File: src/rtl/msi_bus_pkg.sv
// Shared definitions for the two-core MSI snoop-bus controller:
// bus command encodings, FSM state type and default widths.
package msi_bus_pkg;

    localparam int DEF_ADDR_W = 9;
    localparam int DEF_DATA_W = 16;

    localparam logic [1:0] CMD_NONE   = 2'b00;
    localparam logic [1:0] CMD_RDMISS = 2'b01;
    localparam logic [1:0] CMD_WRMISS = 2'b10;
    localparam logic [1:0] CMD_INV    = 2'b11;

    typedef enum logic [2:0] {
        ST_IDLE  = 3'd0,
        ST_GRANT = 3'd1,
        ST_SNOOP = 3'd2,
        ST_MEM   = 3'd3,
        ST_RESP  = 3'd4
    } bus_state_t;

    // Map a requester index onto its {port1, port0} strobe pair.
    function automatic logic [1:0] idx_to_onehot(input logic idx);
        logic [1:0] oh;
        if (idx) begin
            oh = 2'b10;
        end else begin
            oh = 2'b01;
        end
        return oh;
    endfunction

endpackage

File: src/rtl/msi_bus_arbiter_chk.sv
// Protocol properties of the snoop-bus controller outputs: strobe pairs are
// mutually exclusive and the memory is never read and written together.
module msi_bus_arbiter_chk (
    input logic clk,
    input logic reset,
    input logic gnt0,
    input logic gnt1,
    input logic done0,
    input logic done1,
    input logic mem_rd,
    input logic mem_wr,
    input logic busy
);

    gnt_excl_a:  assert property (@(posedge clk) disable iff (reset) !(gnt0 && gnt1));
    done_excl_a: assert property (@(posedge clk) disable iff (reset) !(done0 && done1));
    mem_excl_a:  assert property (@(posedge clk) disable iff (reset) !(mem_rd && mem_wr));
    gnt_busy_a:  assert property (@(posedge clk) disable iff (reset) (gnt0 || gnt1) |-> busy);

endmodule

File: src/rtl/rr_arbiter2.sv
// Two-input round-robin picker. The pointer remembers the last served
// requester; a mask removes requesters that must sit out this cycle.
module rr_arbiter2 (
    input  logic       clk,
    input  logic       reset,
    input  logic [1:0] req_vld,
    input  logic [1:0] mask,
    input  logic       upd,
    input  logic       upd_idx,
    output logic       pick_vld,
    output logic       pick_idx
);

    logic       last_r;
    logic [1:0] elig_s;

    // Last-served pointer; starts at 1 so requester 0 wins the first tie.
    always_ff @(posedge clk or posedge reset) begin
        if (reset) begin
            last_r <= 1'b1;
        end else if (upd) begin
            last_r <= upd_idx;
        end else begin
            last_r <= last_r;
        end
    end

    // Pick among the unmasked requesters, favouring the one not served last.
    always_comb begin
        elig_s   = req_vld & ~mask;
        pick_vld = 1'b0;
        pick_idx = 1'b0;
        case (elig_s)
            2'b01: begin
                pick_vld = 1'b1;
                pick_idx = 1'b0;
            end
            2'b10: begin
                pick_vld = 1'b1;
                pick_idx = 1'b1;
            end
            2'b11: begin
                pick_vld = 1'b1;
                pick_idx = ~last_r;
            end
            default: begin
                pick_vld = 1'b0;
                pick_idx = 1'b0;
            end
        endcase
    end

endmodule

File: src/rtl/msi_bus_arbiter.sv
// Snoop-bus controller for the two-core MSI system: serializes cache bus
// transactions through grant, snoop broadcast, optional memory fill and response.
module msi_bus_arbiter
    import msi_bus_pkg::*;
#(
    parameter int ADDR_W    = DEF_ADDR_W,
    parameter int DATA_W    = DEF_DATA_W,
    parameter int SNOOP_CYC = 1,
    parameter int MEM_LAT   = 1
) (
    input  logic              clk,
    input  logic              reset,
    input  logic              req0,
    input  logic              req1,
    input  logic [1:0]        cmd0,
    input  logic [1:0]        cmd1,
    input  logic [ADDR_W-1:0] addr0,
    input  logic [ADDR_W-1:0] addr1,
    output logic              gnt0,
    output logic              gnt1,
    output logic              done0,
    output logic              done1,
    output logic [DATA_W-1:0] rdata,
    output logic [1:0]        snoop_cmd,
    output logic [ADDR_W-1:0] snoop_addr,
    output logic              snoop_tgt,
    input  logic              snoop_hit,
    input  logic [DATA_W-1:0] snoop_data,
    input  logic              snoop_wb,
    output logic              mem_rd,
    output logic [ADDR_W-1:0] mem_addr,
    input  logic [DATA_W-1:0] mem_rdata,
    output logic              mem_wr,
    output logic [DATA_W-1:0] mem_wdata,
    output logic              busy
);

    localparam int MAX_CYC = (SNOOP_CYC > MEM_LAT) ? SNOOP_CYC : MEM_LAT;
    localparam int CNT_W   = (MAX_CYC > 1) ? $clog2(MAX_CYC) : 1;
    localparam logic [CNT_W-1:0] SNOOP_LAST = CNT_W'(SNOOP_CYC - 1);
    localparam logic [CNT_W-1:0] MEM_LAST   = CNT_W'(MEM_LAT - 1);
    localparam logic [CNT_W-1:0] CNT_ZERO   = CNT_W'(0);
    localparam logic [CNT_W-1:0] CNT_ONE    = CNT_W'(1);

    bus_state_t        state_r;
    logic              owner_r;
    logic [1:0]        cmd_r;
    logic [ADDR_W-1:0] addr_r;
    logic [CNT_W-1:0]  cnt_r;
    logic [1:0]        mask_r;

    logic [1:0]        valid_s;
    logic              pick_vld_s;
    logic              pick_idx_s;
    logic              rr_upd_s;

    // Request qualification; the pointer advances while the response is out.
    always_comb begin
        valid_s[0] = req0 && (cmd0 != CMD_NONE);
        valid_s[1] = req1 && (cmd1 != CMD_NONE);
        rr_upd_s   = (state_r == ST_RESP);
    end

    rr_arbiter2 u_rr (
        .clk      (clk),
        .reset    (reset),
        .req_vld  (valid_s),
        .mask     (mask_r),
        .upd      (rr_upd_s),
        .upd_idx  (owner_r),
        .pick_vld (pick_vld_s),
        .pick_idx (pick_idx_s)
    );

    // Transaction sequencer with all bus, memory and handshake outputs registered.
    always_ff @(posedge clk or posedge reset) begin
        if (reset) begin
            state_r    <= ST_IDLE;
            owner_r    <= 1'b0;
            cmd_r      <= CMD_NONE;
            addr_r     <= {ADDR_W{1'b0}};
            cnt_r      <= CNT_ZERO;
            mask_r     <= 2'b00;
            gnt0       <= 1'b0;
            gnt1       <= 1'b0;
            done0      <= 1'b0;
            done1      <= 1'b0;
            rdata      <= {DATA_W{1'b0}};
            snoop_cmd  <= CMD_NONE;
            snoop_addr <= {ADDR_W{1'b0}};
            snoop_tgt  <= 1'b0;
            mem_rd     <= 1'b0;
            mem_addr   <= {ADDR_W{1'b0}};
            mem_wr     <= 1'b0;
            mem_wdata  <= {DATA_W{1'b0}};
            busy       <= 1'b0;
        end else begin
            gnt0   <= 1'b0;
            gnt1   <= 1'b0;
            done0  <= 1'b0;
            done1  <= 1'b0;
            mem_wr <= 1'b0;
            case (state_r)
                ST_IDLE: begin
                    // The mask only covers the first idle cycle after a response.
                    mask_r <= 2'b00;
                    if (pick_vld_s) begin
                        owner_r      <= pick_idx_s;
                        cmd_r        <= pick_idx_s ? cmd1 : cmd0;
                        addr_r       <= pick_idx_s ? addr1 : addr0;
                        {gnt1, gnt0} <= idx_to_onehot(pick_idx_s);
                        busy         <= 1'b1;
                        state_r      <= ST_GRANT;
                    end else begin
                        busy    <= 1'b0;
                        state_r <= ST_IDLE;
                    end
                end
                ST_GRANT: begin
                    snoop_cmd  <= cmd_r;
                    snoop_addr <= addr_r;
                    snoop_tgt  <= ~owner_r;
                    cnt_r      <= CNT_ZERO;
                    state_r    <= ST_SNOOP;
                end
                ST_SNOOP: begin
                    if (cnt_r == SNOOP_LAST) begin
                        snoop_cmd  <= CMD_NONE;
                        snoop_addr <= {ADDR_W{1'b0}};
                        snoop_tgt  <= 1'b0;
                        cnt_r      <= CNT_ZERO;
                        if (cmd_r == CMD_INV) begin
                            {done1, done0} <= idx_to_onehot(owner_r);
                            state_r        <= ST_RESP;
                        end else if (snoop_hit || snoop_wb) begin
                            // A write-back request alone still means the snooper owns the line.
                            rdata          <= snoop_data;
                            {done1, done0} <= idx_to_onehot(owner_r);
                            if (snoop_wb) begin
                                mem_wr    <= 1'b1;
                                mem_addr  <= addr_r;
                                mem_wdata <= snoop_data;
                            end else begin
                                mem_wr    <= 1'b0;
                                mem_addr  <= {ADDR_W{1'b0}};
                                mem_wdata <= mem_wdata;
                            end
                            state_r <= ST_RESP;
                        end else begin
                            mem_rd   <= 1'b1;
                            mem_addr <= addr_r;
                            state_r  <= ST_MEM;
                        end
                    end else begin
                        cnt_r   <= cnt_r + CNT_ONE;
                        state_r <= ST_SNOOP;
                    end
                end
                ST_MEM: begin
                    if (cnt_r == MEM_LAST) begin
                        rdata          <= mem_rdata;
                        mem_rd         <= 1'b0;
                        mem_addr       <= {ADDR_W{1'b0}};
                        cnt_r          <= CNT_ZERO;
                        {done1, done0} <= idx_to_onehot(owner_r);
                        state_r        <= ST_RESP;
                    end else begin
                        cnt_r   <= cnt_r + CNT_ONE;
                        state_r <= ST_MEM;
                    end
                end
                ST_RESP: begin
                    // The served cache still holds req for one cycle after seeing done.
                    mask_r   <= idx_to_onehot(owner_r);
                    mem_addr <= {ADDR_W{1'b0}};
                    busy     <= 1'b0;
                    state_r  <= ST_IDLE;
                end
                default: begin
                    mem_rd    <= 1'b0;
                    snoop_cmd <= CMD_NONE;
                    busy      <= 1'b0;
                    mask_r    <= 2'b00;
                    state_r   <= ST_IDLE;
                end
            endcase
        end
    end

    msi_bus_arbiter_chk u_chk (
        .clk    (clk),
        .reset  (reset),
        .gnt0   (gnt0),
        .gnt1   (gnt1),
        .done0  (done0),
        .done1  (done1),
        .mem_rd (mem_rd),
        .mem_wr (mem_wr),
        .busy   (busy)
    );

endmodule

File: config.mk
export PLATFORM = sky130hd
export DESIGN_NAME = msi_bus_arbiter
export DESIGN_NICKNAME = d
export VERILOG_FILES = /design/src/rtl/msi_bus_pkg.sv /design/src/rtl/msi_bus_arbiter_chk.sv /design/src/rtl/rr_arbiter2.sv /design/src/rtl/msi_bus_arbiter.sv
export SDC_FILE = /design/constraint.sdc
export NUM_CORES = 1
export LEC_CHECK = 0
export ABC_AREA = 1
export CAP_MARGIN = 20
export CORE_MARGIN = 5
export CORE_UTILIZATION = 45
export CTS_BUF_LIST = sky130_fd_sc_hd__clkbuf_4 sky130_fd_sc_hd__clkbuf_8
export DETAILED_ROUTE_END_ITERATION = 6
export PLACE_DENSITY = 0.8
export SLEW_MARGIN = 30
export SYNTH_ARGS = -nofsm -noshare
export SYNTH_HDL_FRONTEND = slang
export SYNTH_SLANG_ARGS = --single-unit
File: constraint.sdc
create_clock -name clk -period 7.8 [get_ports clk]
set_clock_uncertainty 0.15 [all_clocks]
set_input_delay 1.56 -clock clk [delete_from_list [all_inputs] [get_ports clk]]
set_output_delay 1.56 -clock clk [all_outputs]
set_load 0.005 [all_outputs]
== Yosys cells after proc, flatten, opt, wreduce, memory -nomap -nowiden ==
Cells that the tools add are included.

* Bits in registers: 79
* Input bits: 60
* Output and inout port bits: 60
* Logic and storage cells: 120

* Add/subtract/negate cells: 1
* Eq/ne operators: 13
* Mux-type cells: 56
* Bitwise gates (word level): 8
* Reduce and logical (&&, ||, !) cells: 22

{| class="wikitable"
|+ Operators by type and width
! cell !! number
|-
| $mux 16 || 4
|-
| $mux 9 || 6
|-
| $pmux 16 s2 || 1
|-
| $pmux 9 s3 || 1
|-
| $mux 1 || 25
|-
| $pmux 9 s2 || 1
|-
| $reduce_and 5->1 || 3
|-
| $mux 3 || 4
|-
| $pmux 1 s2 || 6
|-
| $pmux 3 s4 || 1
|-
| $reduce_or 3->1 || 4
|-
| $ne 2x2->1 const B || 5
|-
| $reduce_bool 2->1 || 5
|-
| $mux 2 || 4
|-
| $eq 2x2->1 const B || 3
|-
| $eq 3x2->1 const B || 2
|-
| $not 1->1 || 6
|-
| $pmux 2 s3 || 1
|-
| $reduce_and 2->1 || 3
|-
| $pmux 2 s2 || 1
|-
| $reduce_and 4->1 || 1
|-
| $eq 3x1->1 const B || 1
|-
| $eq 3x3->1 const B || 1
|-
| $logic_not 3->1 || 1
|-
| 9 further kinds || 10
|}

== Depth between registers and ports, before layout ==
Gate-level depths: netlist (run 1).

* Depth in word-level cells: 8
* Mapped depth: 9

== Modules after synthesis ==
A second synthesis (run 1) with hierarchy kept.

* Cell total of the unflattened synthesis: 448
* Area total of the unflattened synthesis: 3509.6 um^2

{| class="wikitable"
|+ By module, submodules not included
! module !! instances !! cells each !! area an instance (um^2) !! seq. area each (um^2)
|-
| msi_bus_arbiter || 1 || 435 || 3434.5 || 1926.8
|-
| rr_arbiter2 || 1 || 13 || 75.1 || 26.3
|}

== Worst setup path after synthesis (run 1) ==
No wires, ideal clock.

* Path kind: input port to flip-flop
* Start: input port snoop_wb
* End: register rdata[0]
* Arrival: 2.264 ns
* Data required time: 7.533 ns
* Setup slack: 5.269 ns
* Stages on the path: 6
* Path buffers: 1
* Path through: nor2_1 nand3b_2 nand2_1 buf_4 nand2_1 nand2_1

* Longest elaborated chain between the ends: 3

{| class="wikitable"
|+ RTL lines
! item !! RTL line !! text
|-
| start: declaration || msi_bus_arbiter.sv:29 || <nowiki>input logic snoop_wb,</nowiki>
|-
| $logic_or 1x1->1 || msi_bus_arbiter.sv:135 || <nowiki>end else if (snoop_hit || snoop_wb) begin</nowiki>
|-
| $ne 2x2->1 (no source line) || - ||
|-
| $reduce_and 5->1 (no source line) || - ||
|-
| end signal: assignment || msi_bus_arbiter.sv:88 || <nowiki>rdata <= {DATA_W{1'b0}};</nowiki>
|-
| end signal: assignment || msi_bus_arbiter.sv:137 || <nowiki>rdata <= snoop_data;</nowiki>
|-
| end signal: assignment || msi_bus_arbiter.sv:161 || <nowiki>rdata <= mem_rdata;</nowiki>
|-
| end: declaration || msi_bus_arbiter.sv:23 || <nowiki>output logic [DATA_W-1:0] rdata,</nowiki>
|}

Every way passes these cells.
A chain may end at the register's enable or synchronous reset.

== Final worst setup path (run 1) ==
* Start: input port cmd1[1]
* End: register cmd_r[0]

* Longest elaborated chain between the ends: 7
* Elaborated cells on any way between the ends: 11
* Classes of those cells: eq/ne (3); mux (3); bitwise (1); reduce/logical (4)

{| class="wikitable"
|+ RTL lines
! item !! RTL line !! text
|-
| start: declaration || msi_bus_arbiter.sv:16 || <nowiki>input logic [1:0] cmd1,</nowiki>
|-
| $reduce_bool 2->1 * || msi_bus_arbiter.sv:60 || <nowiki>valid_s[1] = req1 && (cmd1 != CMD_NONE);</nowiki>
|-
| $logic_and 1x1->1 * || msi_bus_arbiter.sv:60 ||
|-
| $and 2x2->2 * || rr_arbiter2.sv:30 || <nowiki>elig_s = req_vld & ~mask;</nowiki>
|-
| $eq 2x1->1 / $eq 2x2->1 (equally long branches) || rr_arbiter2.sv:33 || <nowiki>case (elig_s)</nowiki>
|-
| $reduce_or 3->1 (no source line) || - ||
|-
| $mux 1 || rr_arbiter2.sv:33 ||
|-
| $reduce_and 2->1 (no source line) || - ||
|-
| end signal: assignment || msi_bus_arbiter.sv:109 || <nowiki>cmd_r <= pick_idx_s ? cmd1 : cmd0;</nowiki>
|-
| end: declaration || msi_bus_arbiter.sv:47 || <nowiki>logic [1:0] cmd_r;</nowiki>
|}

Mark *: on every way between the ends. The rest lies on a longest branch, timed or not.

==> results of run 1 <==
## registers in the layout (all words and copies together) (netlist names)
| signal | flops |
|---|---|
| owner_r | 1 |
| mem_rd | 1 |
| snoop_addr | 9 |
| rdata | 16 |
| mem_wr | 1 |
| gnt0 | 1 |
| done0 | 1 |
| cmd_r | 2 |
| mem_wdata | 16 |
| snoop_cmd | 2 |
| addr_r | 9 |
| busy | 1 |
| gnt1 | 1 |
| u_rr.last_r | 1 |
| mask_r | 2 |
| mem_addr | 9 |
| state_r | 3 |
| done1 | 1 |
| snoop_tgt | 1 |
## synth_stat cells
library cell,n,area share
nor2_2,1,0.0018
o21ai_0,25,0.036
nor3_2,1,0.0029
buf_2,8,0.012
nand3b_2,1,0.0033
nand2_1,210,0.23
nand3_1,53,0.077
buf_4,4,0.0087
dfstp_2,1,0.0076
nor2_4,2,0.0065
buf_6,1,0.0033
clkbuf_2,1,0.0014
a21oi_1,3,0.0043
nand2_2,2,0.0036
inv_2,5,0.0054
nor2_1,7,0.0076
dfrtp_1,77,0.56
clkbuf_1,3,0.0033
nand3_2,1,0.0029
inv_1,25,0.027
## cell families after synthesis
group                  count (synthesis)  share of synthesized area
flip-flops                            78                      0.565
AO/OA/AOI/OAI                         28                     0.0405
buffers and inverters                 47                     0.0608
AND/OR/NAND/NOR                      278                      0.333
## cells in the final DEF, fill, tap and decap left out
| cell | instances |
|---|---|
| a21oi_1 | 3 |
| buf_6 | 1 |
| clkbuf_8 | 10 |
| clkdlybuf4s50_1 | 119 |
| clkinv_2 | 4 |
| clkinv_4 | 2 |
| dfrtp_1 | 77 |
| dfstp_2 | 1 |
| inv_1 | 24 |
| inv_2 | 6 |
| nand2_1 | 210 |
| nand2_2 | 2 |
| nand3_1 | 53 |
| nand3_2 | 1 |
| nand3b_2 | 1 |
| nor2_1 | 7 |
| nor2_2 | 1 |
| nor2_4 | 2 |
| nor3_2 | 1 |
| o21ai_0 | 25 |
## per-stage QoR
stage               setup WS [ps]  instances   util
finish                       4480        652  0.639
global route                 4200        652  0.639
CTS                          4500        652  0.639
detailed placement           4120        636  0.616
global placement             4230        636  0.616
floorplan                    4100        431      -
## report_power, final
group          switching [mW]  internal [mW]
sequential              0.105          0.578
combinational           0.399          0.370
clock                   0.146          0.123
## critical path, stage by stage
cell and delay (ps):
clkdlybuf4s50_1 480, nor2_1 60, nor2_1 560, nand2_1 430, nand2_1 150, nand2_1 60, nand2_1 60, nand2_1 50
## routing by layer
layer | track usage | up-vias | share of wire
met2 | 0.324 | 125 | 0.48
met5 | 0 | - | 0
li1 | - | 1577 | -
met3 | 0.0546 | 9 | 0.072
met1 | 0.253 | 1473 | 0.44
met4 | 0.0671 | 0 | 0.012
## path summary, 6_finish.rpt
path / startpoint / end / slack, ps / depth (start not counted)
setup reg to reg: state_r[2] / mem_wdata[3] / 5640 / 7
setup / recovery: cmd1[1] / cmd_r[0] / 4480 / 8
max in group asynchronous: reset / rdata[15] / 5460 / 3
min in group asynchronous: reset / rdata[7] / 1570 / 3
hold reg to reg: mem_addr[1] / mem_addr[1] / 330 / 2
hold / removal: mem_addr[1] / mem_addr[1] / 330 / 2
## final cells by class
type / count / area share
flip-flops and latches: 78 / 0.402
multi-input cells: 306 / 0.266
repair buffers: 120 / 0.247
clock buffers: 10 / 0.0283
well taps: 102 / 0.0262
inverters: 30 / 0.0232
clock inverters: 6 / 0.00772
==> qor.csv, run 1 <==
metric,value,unit
status,completed,
DR vias,3184,
Mapped Cells,431,
"Seq/Total Area, Yosys",0.565,
number of H-tree levels,3,
CP required,7890,ps
Setup CP Type,in2reg,
mean cell area of the mapped netlist,8.02,sq um
TritonCTS Buffers,9,
period utilization,0.426,
"Cell Area, Synth",3460,sq um
clock root buffer,clkbuf_8,
startpoint types,input port,
drt first-iter violations,105,
antenna cells,0,
Power Density,354,nW/um^2
post_cts resized,0,
antenna violations before repair,0,
first-pass iteration count of the detailed router,4,
Layout area overhead,40.7,%
Via density,4.88,
Global Route Usage Sum,0.198,
nets,605,
area of the multi-input gates,1290,sq um
dpl hpwl,6580,um
critical path arrival,3410,ps
Min Hold Slack,335,ps
#FFs+latches synth,78,
CP max FO,13,
final setup violation count,0,
Final min period,3320,ps
Max VDD drop,164,uV
min-delay worst type,reg2reg,
WL/cell,13.7,um
# DRC,0,
FF/Latch Area,1950,sq um
Final Cell Area,4860,sq um
Synth warnings,0,
# fillers,658,
clk_lat worst skew,340,ps
f_max,0.301,GHz
Post-CTS Hold Buffers,0,
die extent in y,97.6,um
Final GP Congestion,0.825,
Placed Area,4680,sq um
Synth Net Count,491,
vias in the first global route,3152,
fin. max-slew vios,0,
clock sink count,78,
die width,97.6,um
total grt overflow,0,
die area,9530,sq um
row count,32,
initial core utilization,0.454,
remaining antenna violation count,0,
Longest Clk Path Bufs,2,
Max transition margin,0.509,
Routed WL,8960,um
largest net degree at the start of global routing,79,
Slew @ Worst Pin,734,ps
io pins,120,
sum of negative setup slack,0,ps
Netlist cell types,20,
CTS tree,built,
"Hold Vio Cnt, Final",0,
first-pass GRT wire length,15400,um
CP endpoint kind,register,
max-cap violation count,0,
RSZ-0062 raised after global routing,no,
PortBufs,119,
total power,1.72,mW
share of cells above drive strength 1,0.0582,
total setup buffers inserted after CTS,0,
Core ar.,7610,sq um
Worst-path clk slew,80,ps
Pleak,2.48,nW
(Power assumes the default switching activity.)
==> run 2: changes to the inputs <==
==> constraint.sdc (replaced) <==
create_clock -name clk -period 3.3 [get_ports clk]
set_clock_uncertainty 0.15 [all_clocks]
set_input_delay 0.66 -clock clk [delete_from_list [all_inputs] [get_ports clk]]
set_output_delay 0.66 -clock clk [all_outputs]
set_load 0.005 [all_outputs]
==> run 2 against run 1 <==
Wire length down 0.19%. Critical endpoint unchanged. Largest power group unchanged. Via count fell by 0.31%. Register-to-register slack got worse by 4500 ps. Utilization rose by 1.2 points. Largest cell class unchanged.
==> qor.csv, run 2 (synthesis results as in run 1) <==
metric,value,unit
CP max FO,13,
Routed WL,8940,um
clk_lat worst skew,340,ps
Final GP Congestion,0.818,
number of H-tree levels,3,
crit-path leading delay family,simple AND/OR/NAND/NOR gates,
Switching Share,0.356,
clock root buffer,clkbuf_8,
RSZ-0062 raised after global routing,no,
CTS tree,built,
Worst-path clk slew,70,ps
Power Density,861,nW/um^2
clock sink count,78,
reg2reg end,rdata[10],
Hold Path Sink,mem_rd,
Longest Clk Path Bufs,2,
# fillers,635,
"Hold Vio Cnt, Final",0,
"commonest cells after routing, fill and taps aside","nand2_1 (210), clkdlybuf4s50_1 (119), dfrtp_1 (77)",
remaining antenna violation count,0,
WL/cell,13.7,um
DR vias,3174,
fin. max-slew vios,0,
min-delay worst type,reg2reg,
dpl hpwl,6640,um
Comb power frac,0.430,
Flop pwr share,0.378,
Clock power frac,0.192,
Max VDD drop,431,uV
min-delay src,mem_rd,
total grt overflow,0,
Global Route Usage Sum,0.194,
final setup violation count,0,
"most common cell after layout, fill and taps aside",nand2_1,
nets,608,
"non-filler cells, final",655,
die width,97.6,um
f_max,0.452,GHz
Via density,4.85,
first-pass iteration count of the detailed router,4,
largest net degree at the start of global routing,46,
first-pass GRT wire length,15200,um
row count,32,
die extent in y,97.6,um
critical path arrival,2340,ps
crit path max-delay cell type,clkdlybuf4s50_1,
antenna violations before repair,0,
initial core utilization,0.454,
io pins,120,
Worst Path Buf+Inv,2,
status,completed,
period utilization,0.670,
CP required,3430,ps
worst reg2reg path depth,5,
total setup buffers inserted after CTS,0,
startpoint types,input port,
Setup CP Type,in2reg,
sum of negative setup slack,0,ps
vias in the first global route,3240,
Pleak,2.52,nW
post_cts resized,0,
# placed instances,639,
drt first-iter violations,131,
Int Pwr,2.75,mW
Post-CTS Hold Buffers,0,
crit path cell chain,clkdlybuf4s50_1 -> inv_1 -> nor2_1 -> nand3_1 -> nand2_1 -> nand2_1 -> nand2_1 -> nand2_1 -> nand2_1,
# DRC,0,
share of cells above drive strength 1,0.0633,
Min Hold Slack,331,ps
NetSw,1.52,mW
flop2flop setup slack,1120,ps
hold depth,2,
CP startpoint,req0,
Max transition margin,0.500,
antenna cells,0,
cell mode on critical path,nand2_1,
"slowest stage delay, CP",450,ps
Worst R2R Start,state_r[2],
Layout area overhead,43.4,%
CP endpoint kind,register,
PortBufs,119,
max-cap violation count,0,
Final min period,2210,ps
die area,9530,sq um
TritonCTS Buffers,9,
Core ar.,7610,sq um
top flop regs,"mem_wdata x16, rdata x16",
Slew @ Worst Pin,748,ps
run 2: worst reg2reg max path: stages (launching register included):
cell     delay, ps
dfrtp_1        490
nor2_4          80
nand2_2        520
nand2_1        550
nand2_1        200
nand2_1         70
run 2: power by group through the flow:
stage / registers, mW / clock network [mW] / logic (mW)
after floorplan: 1.62 / 0 / 0.945
after global placement: 1.61 / 0 / 1.81
after detailed placement: 1.63 / 0 / 1.85
after CTS: 1.61 / 0.837 / 1.86
after global routing: 1.66 / 0.886 / 2.06
final: 1.61 / 0.821 / 1.83
run 2: final cells by class:
cell class	count	area (sq um)	area share
clock buffer	13	173	0.0348
timing repair buffer	123	1230	0.249
clock inverter	3	65.1	0.0131
tap	102	128	0.0257
inverter	30	113	0.0227
multi-input combinational	306	1290	0.261
sequential	78	1950	0.394
run 2: worst max-delay path by stage:
stage / endpoint / slack (ps) / depth (start not counted)
floorplan: addr_r[0] / 500 / 1
global placement: rdata[7] / 790 / 7
detailed placement: cmd_r[0] / 740 / 9
CTS: cmd_r[0] / 1100 / 9
global route: addr_r[0] / 800 / 9
finish: cmd_r[0] / 1090 / 9
run 2: through the flow:
| step | total power, mW | instance area [sq um] | utilization | setup slack (ps) |
|---|---|---|---|---|
| final | 4.27 | 4960 | 0.652 | 1090 |
| after global routing | 4.61 | 4960 | 0.652 | 798 |
| after CTS | 4.31 | 4960 | 0.652 | 1100 |
| after detailed placement | 3.48 | 4720 | 0.620 | 736 |
| after global placement | 3.43 | 4720 | 0.620 | 789 |
| after floorplan | 2.56 | 3460 | - | 497 |
run 2: layer usage:
layer | global-route usage | share of wire | vias up
met4 | 0.0607 | 0.015 | 0
met2 | 0.326 | 0.47 | 134
li1 | - | - | 1579
met3 | 0.0581 | 0.087 | 12
met5 | 0 | 0 | -
met1 | 0.240 | 0.43 | 1449
==> run 3: changes to the inputs <==
--- a/config.mk
+++ b/config.mk
@@ -8,10 +8,10 @@
 export ABC_AREA = 1
 export CAP_MARGIN = 20
 export CORE_MARGIN = 5
-export CORE_UTILIZATION = 45
+export CORE_UTILIZATION = 42
 export CTS_BUF_LIST = sky130_fd_sc_hd__clkbuf_4 sky130_fd_sc_hd__clkbuf_8
 export DETAILED_ROUTE_END_ITERATION = 6
-export PLACE_DENSITY = 0.8
+export PLACE_DENSITY = 0.78
 export SLEW_MARGIN = 30
 export SYNTH_ARGS = -nofsm -noshare
 export SYNTH_HDL_FRONTEND = slang
==> constraint.sdc (replaced) <==
create_clock -name clk -period 1.89 [get_ports clk]
set_clock_uncertainty 0.15 [all_clocks]
set_input_delay 0.378 -clock clk [delete_from_list [all_inputs] [get_ports clk]]
set_output_delay 0.378 -clock clk [all_outputs]
set_load 0.005 [all_outputs]
==> run 3 against run 2 <==
Non-clock buffer count is 9 higher. Via count is 1.6% higher. Global-route usage is 0.56 points lower. First-iteration DRC count is 15% lower. Critical endpoint is now mem_wdata[7]. Sequential cell count stayed put. Critical path type is now reg2out. Register-to-register slack worse by 880 ps. Sequential share of layout area is 0.83 points lower. Critical path depth is 8 lower. Wire length is 3.1% higher.
==> qor.csv, run 3 (synthesis results as in run 1) <==
metric,value,unit
Clock power frac,0.195,
Final GP Congestion,0.878,
"slowest stage delay, CP",520,ps
worst reg2reg path depth,7,
share of cells above drive strength 1,0.0783,
DR vias,3224,
area of the multi-input gates,1290,sq um
first-pass iteration count of the detailed router,4,
Post-CTS Hold Buffers,0,
Longest Clk Path Bufs,2,
first-pass GRT wire length,15200,um
CP required,1360,ps
dpl hpwl,7090,um
antenna cells,0,
Layout area overhead,46.5,%
met2 usage,0.319,
total setup buffers inserted after CTS,0,
Worst Path Buf+Inv,1,
crit path cell chain,clkdlybuf4s50_1,
Slew @ Worst Pin,380,ps
GRT Max-Usage Layer,met2,
total grt overflow,0,
Routed WL,9220,um
Final Cell Area,5060,sq um
Flop pwr share,0.370,
PortBufs,119,
FF/Latch Area,1950,sq um
Worst R2R Start,state_r[2],
Via density,4.83,
fin util,0.623,
startpoint types,register,
fin. max-slew vios,0,
"non-filler cells, final",667,
nets,617,
Core ar.,8130,sq um
die width,101,um
NetSw,2.75,mW
clock sink count,78,
remaining antenna violation count,0,
status,completed,
crit path max-delay cell type,clkdlybuf4s50_1,
crit-path leading delay family,buffers and inverters,
flop2flop setup slack,240,ps
drt first-iter violations,111,
reg2reg end,rdata[14],
final setup violation count,0,
Comb power frac,0.435,
Setup CP Type,reg2out,
clock root buffer,clkbuf_8,
die extent in y,101,um
clk_lat worst skew,340,ps
die area,10100,sq um
# DRC,0,
Global Route Usage Sum,0.188,
io pins,120,
Pleak,2.56,nW
CTS tree,built,
WL/cell,13.8,um
row count,33,
max-cap violation count,0,
initial core utilization,0.425,
Int Pwr,4.94,mW
Placed Area,4820,sq um
TritonCTS Buffers,9,
"commonest cells after routing, fill and taps aside","nand2_1 (210), clkdlybuf4s50_1 (119), dfrtp_1 (77)",
CP max FO,2,
number of H-tree levels,3,
# fillers,712,
Switching Share,0.357,
CP startpoint,mem_wdata[7],
critical path arrival,1240,ps
Power Density,1520,nW/um^2
top flop regs,"mem_wdata x16, rdata x16",
period utilization,0.935,
# placed instances,651,
Min Hold Slack,199,ps
critical path depth,1,
Worst Setup EP,mem_wdata[7],
min-delay worst type,in2async,
f_max,0.566,GHz
Final min period,1770,ps
Max transition margin,0.746,
largest net degree at the start of global routing,35,
Worst-path clk slew,80,ps
CP endpoint kind,output port,
vias in the first global route,3266,
antenna violations before repair,0,
"Hold Vio Cnt, Final",0,
"most common cell after layout, fill and taps aside",nand2_1,
post_cts resized,0,
RSZ-0062 raised after global routing,no,
met1 Usage GRT,0.232,
routing usage on met3,0.0581,
Max VDD drop,627,uV
-- run 3: cell count changes in the layout (fill, tap and decap cells not counted), sizes merged --
cell and change:
clkinvlp +2, bufinv +1, clkbuf -4, inv +1, buf +9
-- run 3: power groups by stage --
stage	combinational, mW	sequential (mW)	clock [mW]
final	3.35	2.84	1.50
after global routing	3.76	2.93	1.61
after CTS	3.39	2.84	1.53
after detailed placement	3.37	2.87	0
after global placement	3.29	2.84	0
after floorplan	1.65	2.82	0
-- run 3: final cells by class --
| class | count | share of cell area |
|---|---|---|
| Clock buffer | 9 | 0.0245 |
| Clock inverter | 7 | 0.0237 |
| Inverter | 30 | 0.0230 |
| Multi-Input combinational cell | 306 | 0.255 |
| Sequential cell | 78 | 0.386 |
| Tap cell | 105 | 0.0259 |
| Timing Repair Buffer | 132 | 0.262 |
-- run 3: metrics by stage --
stage	total power [mW]	setup TNS, ps	worst slack, ps
4_1_cts	7.77	0	91.4
3_5_place_dp	6.24	-116	-32.1
6_report	7.69	0	124
3_3_place_gp	6.12	0	54.3
5_1_grt	8.30	0	53.0
2_1_floorplan	4.47	0	427
-- run 3: worst min path at each step --
stage,startpoint,to,slack [ps],cells after the start
after floorplan,owner_r,done0,300,1
after global placement,mem_wdata[10],mem_wdata[10],310,2
after detailed placement,mem_addr[5],mem_addr[5],310,2
after CTS,reset,done1,190,2
after global routing,reset,done1,200,2
final,reset,done1,200,2
-- run 3: per-layer routing --
| metal | part of all wire | wire [um] |
|---|---|---|
| met1 | 0.42 | 3840 |
| met2 | 0.48 | 4450 |
| met3 | 0.091 | 843 |
| met4 | 0.0087 | 80 |
| met5 | 0 | 0 |
